## config.mk

```make
export PLATFORM = sky130hd
export DESIGN_NAME = playback_ctrl
export DESIGN_NICKNAME = d
export VERILOG_FILES = /design/src/rtl/playback_ctrl_pkg.sv /design/src/rtl/playback_ctrl_beat_gen.sv /design/src/rtl/playback_ctrl.sv
export SDC_FILE = /design/constraint.sdc
export NUM_CORES = 1
export LEC_CHECK = 0
export BUFFER_PORTS_ARGS = -buffer_cell sky130_fd_sc_hd__buf_2
export CAP_MARGIN = 20
export CORE_ASPECT_RATIO = 0.6
export CORE_MARGIN = 3
export CORE_UTILIZATION = 41
export CTS_CLUSTER_SIZE = 20
export DETAILED_ROUTE_END_ITERATION = 8
export PLACE_DENSITY = 0.62
export SETUP_SLACK_MARGIN = 0.4
export SYNTH_ARGS = -nofsm -noshare
export SYNTH_HDL_FRONTEND = slang
export SYNTH_SLANG_ARGS = --single-unit
```

## constraint.sdc

```tcl
create_clock -name CLK -period 5 [get_ports CLK]
set_clock_uncertainty 0.1 [all_clocks]
set_input_delay 1 -clock CLK [delete_from_list [all_inputs] [get_ports CLK]]
set_output_delay 1 -clock CLK [all_outputs]
set_load 0.01 [all_outputs]
```

## src/rtl/playback_ctrl_pkg.sv

```systemverilog
// rtl/playback_ctrl_pkg.sv - shared state encoding, note codes and beat period helper
//
// Purpose: common definitions for playback_ctrl and its beat_gen divider.
// Contents:
//   state_e      - player states (STOPPED, PLAYING, PAUSED)
//   NOTE_*       - 4-bit note codes, NOTE_NONE = silence, C4..C5 = one octave
//   beat_period  - clock cycles per beat for a given base period and tempo
package playback_ctrl_pkg;

  typedef enum logic [1:0] {
    ST_STOPPED = 2'd0,
    ST_PLAYING = 2'd1,
    ST_PAUSED  = 2'd2
  } state_e;

  localparam logic [3:0] NOTE_NONE = 4'd0;
  localparam logic [3:0] NOTE_C4   = 4'd1;
  localparam logic [3:0] NOTE_D4   = 4'd2;
  localparam logic [3:0] NOTE_E4   = 4'd3;
  localparam logic [3:0] NOTE_F4   = 4'd4;
  localparam logic [3:0] NOTE_G4   = 4'd5;
  localparam logic [3:0] NOTE_A4   = 4'd6;
  localparam logic [3:0] NOTE_B4   = 4'd7;
  localparam logic [3:0] NOTE_C5   = 4'd8;

  // Each tempo step halves the beat period.
  function automatic logic [31:0] beat_period(input logic [31:0] base, input logic [1:0] tempo);
    return base >> tempo;
  endfunction

endpackage

```

## src/rtl/playback_ctrl_beat_gen.sv

```systemverilog
// rtl/playback_ctrl_beat_gen.sv - tempo divider producing one strobe per beat
//
// Purpose: counts clock cycles while enabled and fires once per beat period.
// Ports:
//   CLK    in   system clock, rising edge
//   RESET  in   synchronous active-high reset
//   EN     in   count this cycle (player is running)
//   CLR    in   force the counter back to zero (wins over EN)
//   TEMPO  in   [1:0] period = BASE_TICKS >> TEMPO
//   TICK   out  combinational: this cycle completes a beat (step advances on this edge)
//   BEAT   out  registered one-cycle strobe, high the cycle after TICK
module beat_gen #(
  parameter int unsigned BASE_TICKS = 25_000_000
) (
  input  logic       CLK,
  input  logic       RESET,
  input  logic       EN,
  input  logic       CLR,
  input  logic [1:0] TEMPO,
  output logic       TICK,
  output logic       BEAT
);
  import playback_ctrl_pkg::*;

  localparam int unsigned CW = $clog2(BASE_TICKS + 1);

  logic [CW-1:0] cnt_q, cnt_d;
  logic          beat_q, beat_d;
  logic [31:0]   period;

  always_comb begin
    period = beat_period(32'(BASE_TICKS), TEMPO);
    // Greater-or-equal rather than equality: if TEMPO shortens the period while the
    // count is already past the new end, the beat fires at once instead of wrapping.
    TICK   = EN && !CLR && ((32'(cnt_q) + 32'd1) >= period);
    cnt_d  = cnt_q;
    beat_d = 1'b0;
    if (CLR) begin
      cnt_d = '0;
    end else if (TICK) begin
      cnt_d  = '0;
      beat_d = 1'b1;
    end else if (EN) begin
      cnt_d = cnt_q + CW'(1);
    end
  end

  always_ff @(posedge CLK) begin
    if (RESET) begin
      cnt_q  <= '0;
      beat_q <= 1'b0;
    end else begin
      cnt_q  <= cnt_d;
      beat_q <= beat_d;
    end
  end

  assign BEAT = beat_q;

endmodule

```

## src/rtl/playback_ctrl.sv

```systemverilog
// rtl/playback_ctrl.sv - song playback state machine with note arbitration
//
// Purpose: steps through a song table one step per beat, with play/pause/stop,
//          loop or stop-at-end, and a manual keyboard override.
// Ports:
//   CLK, RESET          clock and synchronous active-high reset
//   MODE                1 = manual keyboard only, 0 = auto-play allowed
//   PLAY, STOP          one-cycle pulses: start/toggle pause, abort
//   LOOP                1 = wrap at song end, 0 = stop at song end
//   TEMPO [1:0]         beat period = BASE_TICKS >> TEMPO
//   KEY_NOTE [3:0]      manual note, 0 = none
//   SONG_NOTE [3:0]     song table note at the current STEP
//   STEP [5:0]          song table address
//   NOTE [3:0]          registered arbitrated note
//   BEAT                one-cycle strobe per beat
//   PLAYING             state is PLAYING
module playback_ctrl #(
  parameter int unsigned BASE_TICKS = 25_000_000,
  parameter int unsigned SONG_LEN   = 64
) (
  input  logic       CLK,
  input  logic       RESET,
  input  logic       MODE,
  input  logic       PLAY,
  input  logic       STOP,
  input  logic       LOOP,
  input  logic [1:0] TEMPO,
  input  logic [3:0] KEY_NOTE,
  input  logic [3:0] SONG_NOTE,
  output logic [5:0] STEP,
  output logic [3:0] NOTE,
  output logic       BEAT,
  output logic       PLAYING
);
  import playback_ctrl_pkg::*;

  localparam logic [5:0] LAST_STEP = 6'(SONG_LEN - 1);

  state_e     state_q, state_d;
  logic [5:0] step_q, step_d;
  logic [3:0] note_q, note_d;
  logic       bg_en, bg_clr, bg_tick;

  beat_gen #(
    .BASE_TICKS (BASE_TICKS)
  ) u_beat_gen (
    .CLK   (CLK),
    .RESET (RESET),
    .EN    (bg_en),
    .CLR   (bg_clr),
    .TEMPO (TEMPO),
    .TICK  (bg_tick),
    .BEAT  (BEAT)
  );

  always_comb begin
    state_d = state_q;
    step_d  = step_q;
    bg_en   = 1'b0;
    bg_clr  = 1'b0;
    note_d  = (state_q == ST_PLAYING && !MODE) ? SONG_NOTE : KEY_NOTE;

    if (MODE || STOP) begin
      state_d = ST_STOPPED;
      step_d  = '0;
      bg_clr  = 1'b1;
    end else begin
      case (state_q)
        ST_STOPPED: begin
          if (PLAY) begin
            state_d = ST_PLAYING;
            step_d  = '0;
            bg_clr  = 1'b1;
          end
        end
        ST_PLAYING: begin
          if (PLAY) begin
            // Pausing freezes the divider: the count is held, not advanced.
            state_d = ST_PAUSED;
          end else begin
            bg_en = 1'b1;
            if (bg_tick) begin
              if (step_q == LAST_STEP) begin
                // The end-of-song beat still strobes BEAT even when it stops the song.
                step_d = '0;
                if (!LOOP) state_d = ST_STOPPED;
              end else begin
                step_d = step_q + 6'd1;
              end
            end
          end
        end
        ST_PAUSED: begin
          if (PLAY) state_d = ST_PLAYING;
        end
        default: begin
          state_d = ST_STOPPED;
          step_d  = '0;
          bg_clr  = 1'b1;
        end
      endcase
    end
  end

  always_ff @(posedge CLK) begin
    if (RESET) begin
      state_q <= ST_STOPPED;
      step_q  <= '0;
      note_q  <= NOTE_NONE;
    end else begin
      state_q <= state_d;
      step_q  <= step_d;
      note_q  <= note_d;
    end
  end

  assign STEP    = step_q;
  assign NOTE    = note_q;
  assign PLAYING = (state_q == ST_PLAYING);

endmodule

```

==> implementation parameters <==
Parameter                              Value

Logic synthesis
  Synth async-reset ratio    0%
  Number of warning messages in the yosys log    0
  Number of synthesized flops with an enable pin    0
  Average footprint of a synthesized cell    ~8 um^2
  Most common flop cell mapped by yosys    sky130_fd_sc_hd__dfxtp_1
  Register area share after synthesis    29.0%
  Seq cells post-synth    38
  Syn Inst Count    ~320
  Nets in the synthesized netlist    365
  Post-synthesis instance area    0.00262 mm^2
  Library cells used by synthesis    between 40 and 50

Placement
  Gpl congestion    between 0.8 and 0.9
  Place WS    641 ps
  Total of buffers placed on input and output ports    27
  HPWL reported at the end of detailed placement    between 4000 and 5000 um
  Placement Cell Area    about 0.0028 mm^2

Die
  Initial core utilization    between 40% and 50%
  Overall die area    approximately 0.0074 mm^2
  I/O pin count    28
  Chip height    67.9 um
  Overall die width    109 um
  Core Footprint    just under 0.006 mm^2
  Placement Rows    21

Power and ir drop
  Total power draw    between 600 and 700 uW
  Ratio of total power to cell area    around 210 mW/mm^2
  Leakage    between 1 and 1.5 nW
  Peak ir drop on the vdd network    between 100 and 150 uV

STA
  Number of hold violations in the final report    0
  Final setup viols    0
  Final worst path period share    a little over 80%
  Setup WS post-layout    about 900 ps
  Period minus WS final    about 4000 ps
  Max Slew Vio Count    0
  Peak Freq    between 200 and 250 MHz
  Actual transition at the worst max-transition pin    roughly 890 ps
  Worst relative slew slack    approximately two fifths
  Setup repair after global routing missed its margin    false
  Post-Route Setup TNS    0 ps

Worst setup path
  Worst Path Max Fanout    10
  Element type at the critical path end    flop
  Startpoint type of the worst setup path    flop
  Count of cells along the worst register-to-register path    15
  Worst endpoint data arrival time    roughly 4200 ps
  Worst EP required    5120 ps
  Type of the worst setup path    reg2reg

Layout
  Commonest non-fill, non-tap cells in the layout    50 x sky130_fd_sc_hd__nor2_1, 38 x sky130_fd_sc_hd__dfxtp_1, 35 x sky130_fd_sc_hd__nand2_1
  Post-route cell area    around 0.0029 mm^2
  Final-layout fill cell count    547
  Synth-to-layout area growth    11.2%
  Sequential Area    approximately 760 um^2
  Multi-input logic area    0.00175 mm^2
  Net count, final    just under 400
  Most common library cell in the layout ignoring fill and taps    sky130_fd_sc_hd__nor2_1
  Ratio of cells with drive above 1 in the final layout    roughly 13%
  Antenna Cells    0
  Core utilization of the finished layout    between 40% and 50%

Global route
  Initial antenna violation count    0
  Maximum number of pins on one net before global-route repair    26
  Vias in the first global route    1919
  Global-route usage over all layers    between 10% and 20%
  First-pass GRT wire length    about 9700 um
  Leftover overflow at the end of global routing    0

Run status
  Run status    completed

Clocking
  Clock sink count    38
  TritonCTS clock tree    yes
  Maximum clock insertion buffer count    2
  CTS clk-pin slew, worst paths    about 70 ps
  Post-CTS setup buffers    0
  Clock latency on the worst-skew pair    ~300 ps
  Maximum level of the CTS H-tree    2
  Num CTS Buffers    5
  Clk Tree Root Cell    sky130_fd_sc_hd__clkbuf_8

Hold path
  Hold path depth    2
  Kind of path behind the tightest hold check    reg2reg

Detailed routing
  # DRC    0
  Vias after detailed routing    ~2.2k
  Final antenna-violating net count    0
  Drt pass-1 iters    5
  Detailed Route Iter0 Violations    126
  Post-DR vias/cell    5.19
  Average wire per cell in the routed design    around 14 um
  Final Routed Wirelength    5820 um

Run
  Max Cap Viol    0
[metal layers]
metal	share of wire [%]	up-vias	routed length, um	GRT usage [%]
met5	0	-	0	0
met4	1.2	0	68	5.13
met3	5.9	7	344	4.52
met2	36	55	2120	21.9
met1	56	1009	3280	26.4
li1	-	1152	-	-
[what timing repair did]
action	4_1_cts	5_1_grt
endpoints found under the setup margin	0	27
hold buffers	0	0
gates resized for setup	0	2
[cells in the mapped netlist (2+ instances only)]
library cell,number,area [um^2]
sky130_fd_sc_hd__ha_1,25,313
sky130_fd_sc_hd__and2_1,3,18.8
sky130_fd_sc_hd__nand2_1,35,131
sky130_fd_sc_hd__and4_1,2,17.5
sky130_fd_sc_hd__o31ai_1,2,15.0
sky130_fd_sc_hd__a211oi_1,3,22.5
sky130_fd_sc_hd__a21o_1,3,22.5
sky130_fd_sc_hd__nand3_1,19,95.1
sky130_fd_sc_hd__buf_2,2,10.0
sky130_fd_sc_hd__dfxtp_1,38,761
sky130_fd_sc_hd__nand2b_1,3,18.8
sky130_fd_sc_hd__inv_1,14,52.6
sky130_fd_sc_hd__or2_2,2,12.5
sky130_fd_sc_hd__clkbuf_1,6,22.5
sky130_fd_sc_hd__nor2_1,50,188
sky130_fd_sc_hd__nor3_1,7,35.0
sky130_fd_sc_hd__nand3_2,2,20.0
sky130_fd_sc_hd__a21oi_1,10,50.1
sky130_fd_sc_hd__or3_1,2,12.5
sky130_fd_sc_hd__xnor2_1,25,219
sky130_fd_sc_hd__o22ai_1,2,12.5
sky130_fd_sc_hd__mux2i_1,5,50.1
sky130_fd_sc_hd__xor2_1,20,175
sky130_fd_sc_hd__o21ai_0,8,40.0
sky130_fd_sc_hd__a211o_1,2,17.5
sky130_fd_sc_hd__nand4_1,7,43.8
sky130_fd_sc_hd__buf_6,3,33.8
sky130_fd_sc_hd__and3_1,4,25.0
[final timing paths]
| check | slack [ps] | from | to |
|---|---|---|---|
| min reg2reg | 390 | STEP[1] | STEP[1] |
| min | 390 | STEP[1] | STEP[1] |
| max reg2reg | 900 | u_beat_gen.cnt_q[0] | STEP[3] |
| max | 900 | u_beat_gen.cnt_q[0] | STEP[3] |
[state kept, by name, summed over array words and instances, names as in the netlist]
register / flops
NOTE: 4
STEP: 6
state_q: 2
u_beat_gen.cnt_q: 25
u_beat_gen.BEAT: 1
[cell families (layout without fill, tap and decap cells)]
family | Yosys count | in the layout | synth area share, %
AO/OA/AOI/OAI | 38 | 38 | 9.50
XOR/XNOR | 45 | 45 | 15.0
adder cells (fa/ha/maj) | 25 | 25 | 11.9
buffers and inverters | 26 | 50 | 4.73
flip-flops | 38 | 38 | 29.0
multiplexers | 6 | 6 | 2.34
AND/OR/NAND/NOR | 146 | 146 | 27.4
[cell type report]
cell class                      count  area share [%]
Sequential cell                    38            26.1
Inverter                           14            1.80
Clock inverter                      1            1.03
Timing Repair Buffer               28            4.89
Multi-Input combinational cell    260            60.1
Clock buffer                        7            2.62
Tap cell                           80            3.43
[per-stage QoR]
| stage | cells | hold slack (ps) |
|---|---|---|
| floorplan | 324 | 380 |
| global placement | 420 | 391 |
| detailed placement | 420 | 382 |
| CTS | 428 | 393 |
| global route | 428 | 434 |
| finish | 428 | 394 |
[report_power, final]
part | switching, mW | total [mW] | internal [mW]
combinational | 0.0233 | 0.0377 | 0.0144
clock | 0.109 | 0.259 | 0.149
sequential | 0.000674 | 0.305 | 0.305
total | 0.133 | 0.601 | 0.468
[worst max-delay path: stages, from the launching register on]
cell and delay, ps:
sky130_fd_sc_hd__dfxtp_1 410, sky130_fd_sc_hd__ha_1 200, sky130_fd_sc_hd__nand3_1 250, sky130_fd_sc_hd__nor4_4 450, sky130_fd_sc_hd__nand2_1 130, sky130_fd_sc_hd__nor2_1 320
sky130_fd_sc_hd__nand3_1 150, sky130_fd_sc_hd__xnor2_1 150, sky130_fd_sc_hd__ha_1 290, sky130_fd_sc_hd__nand3_1 120, sky130_fd_sc_hd__nor3_1 180, sky130_fd_sc_hd__mux2_2 160
sky130_fd_sc_hd__o311ai_1 120, sky130_fd_sc_hd__a21o_1 330, sky130_fd_sc_hd__or3_4 450, sky130_fd_sc_hd__o31ai_2 200
(Power assumes the default switching activity.)
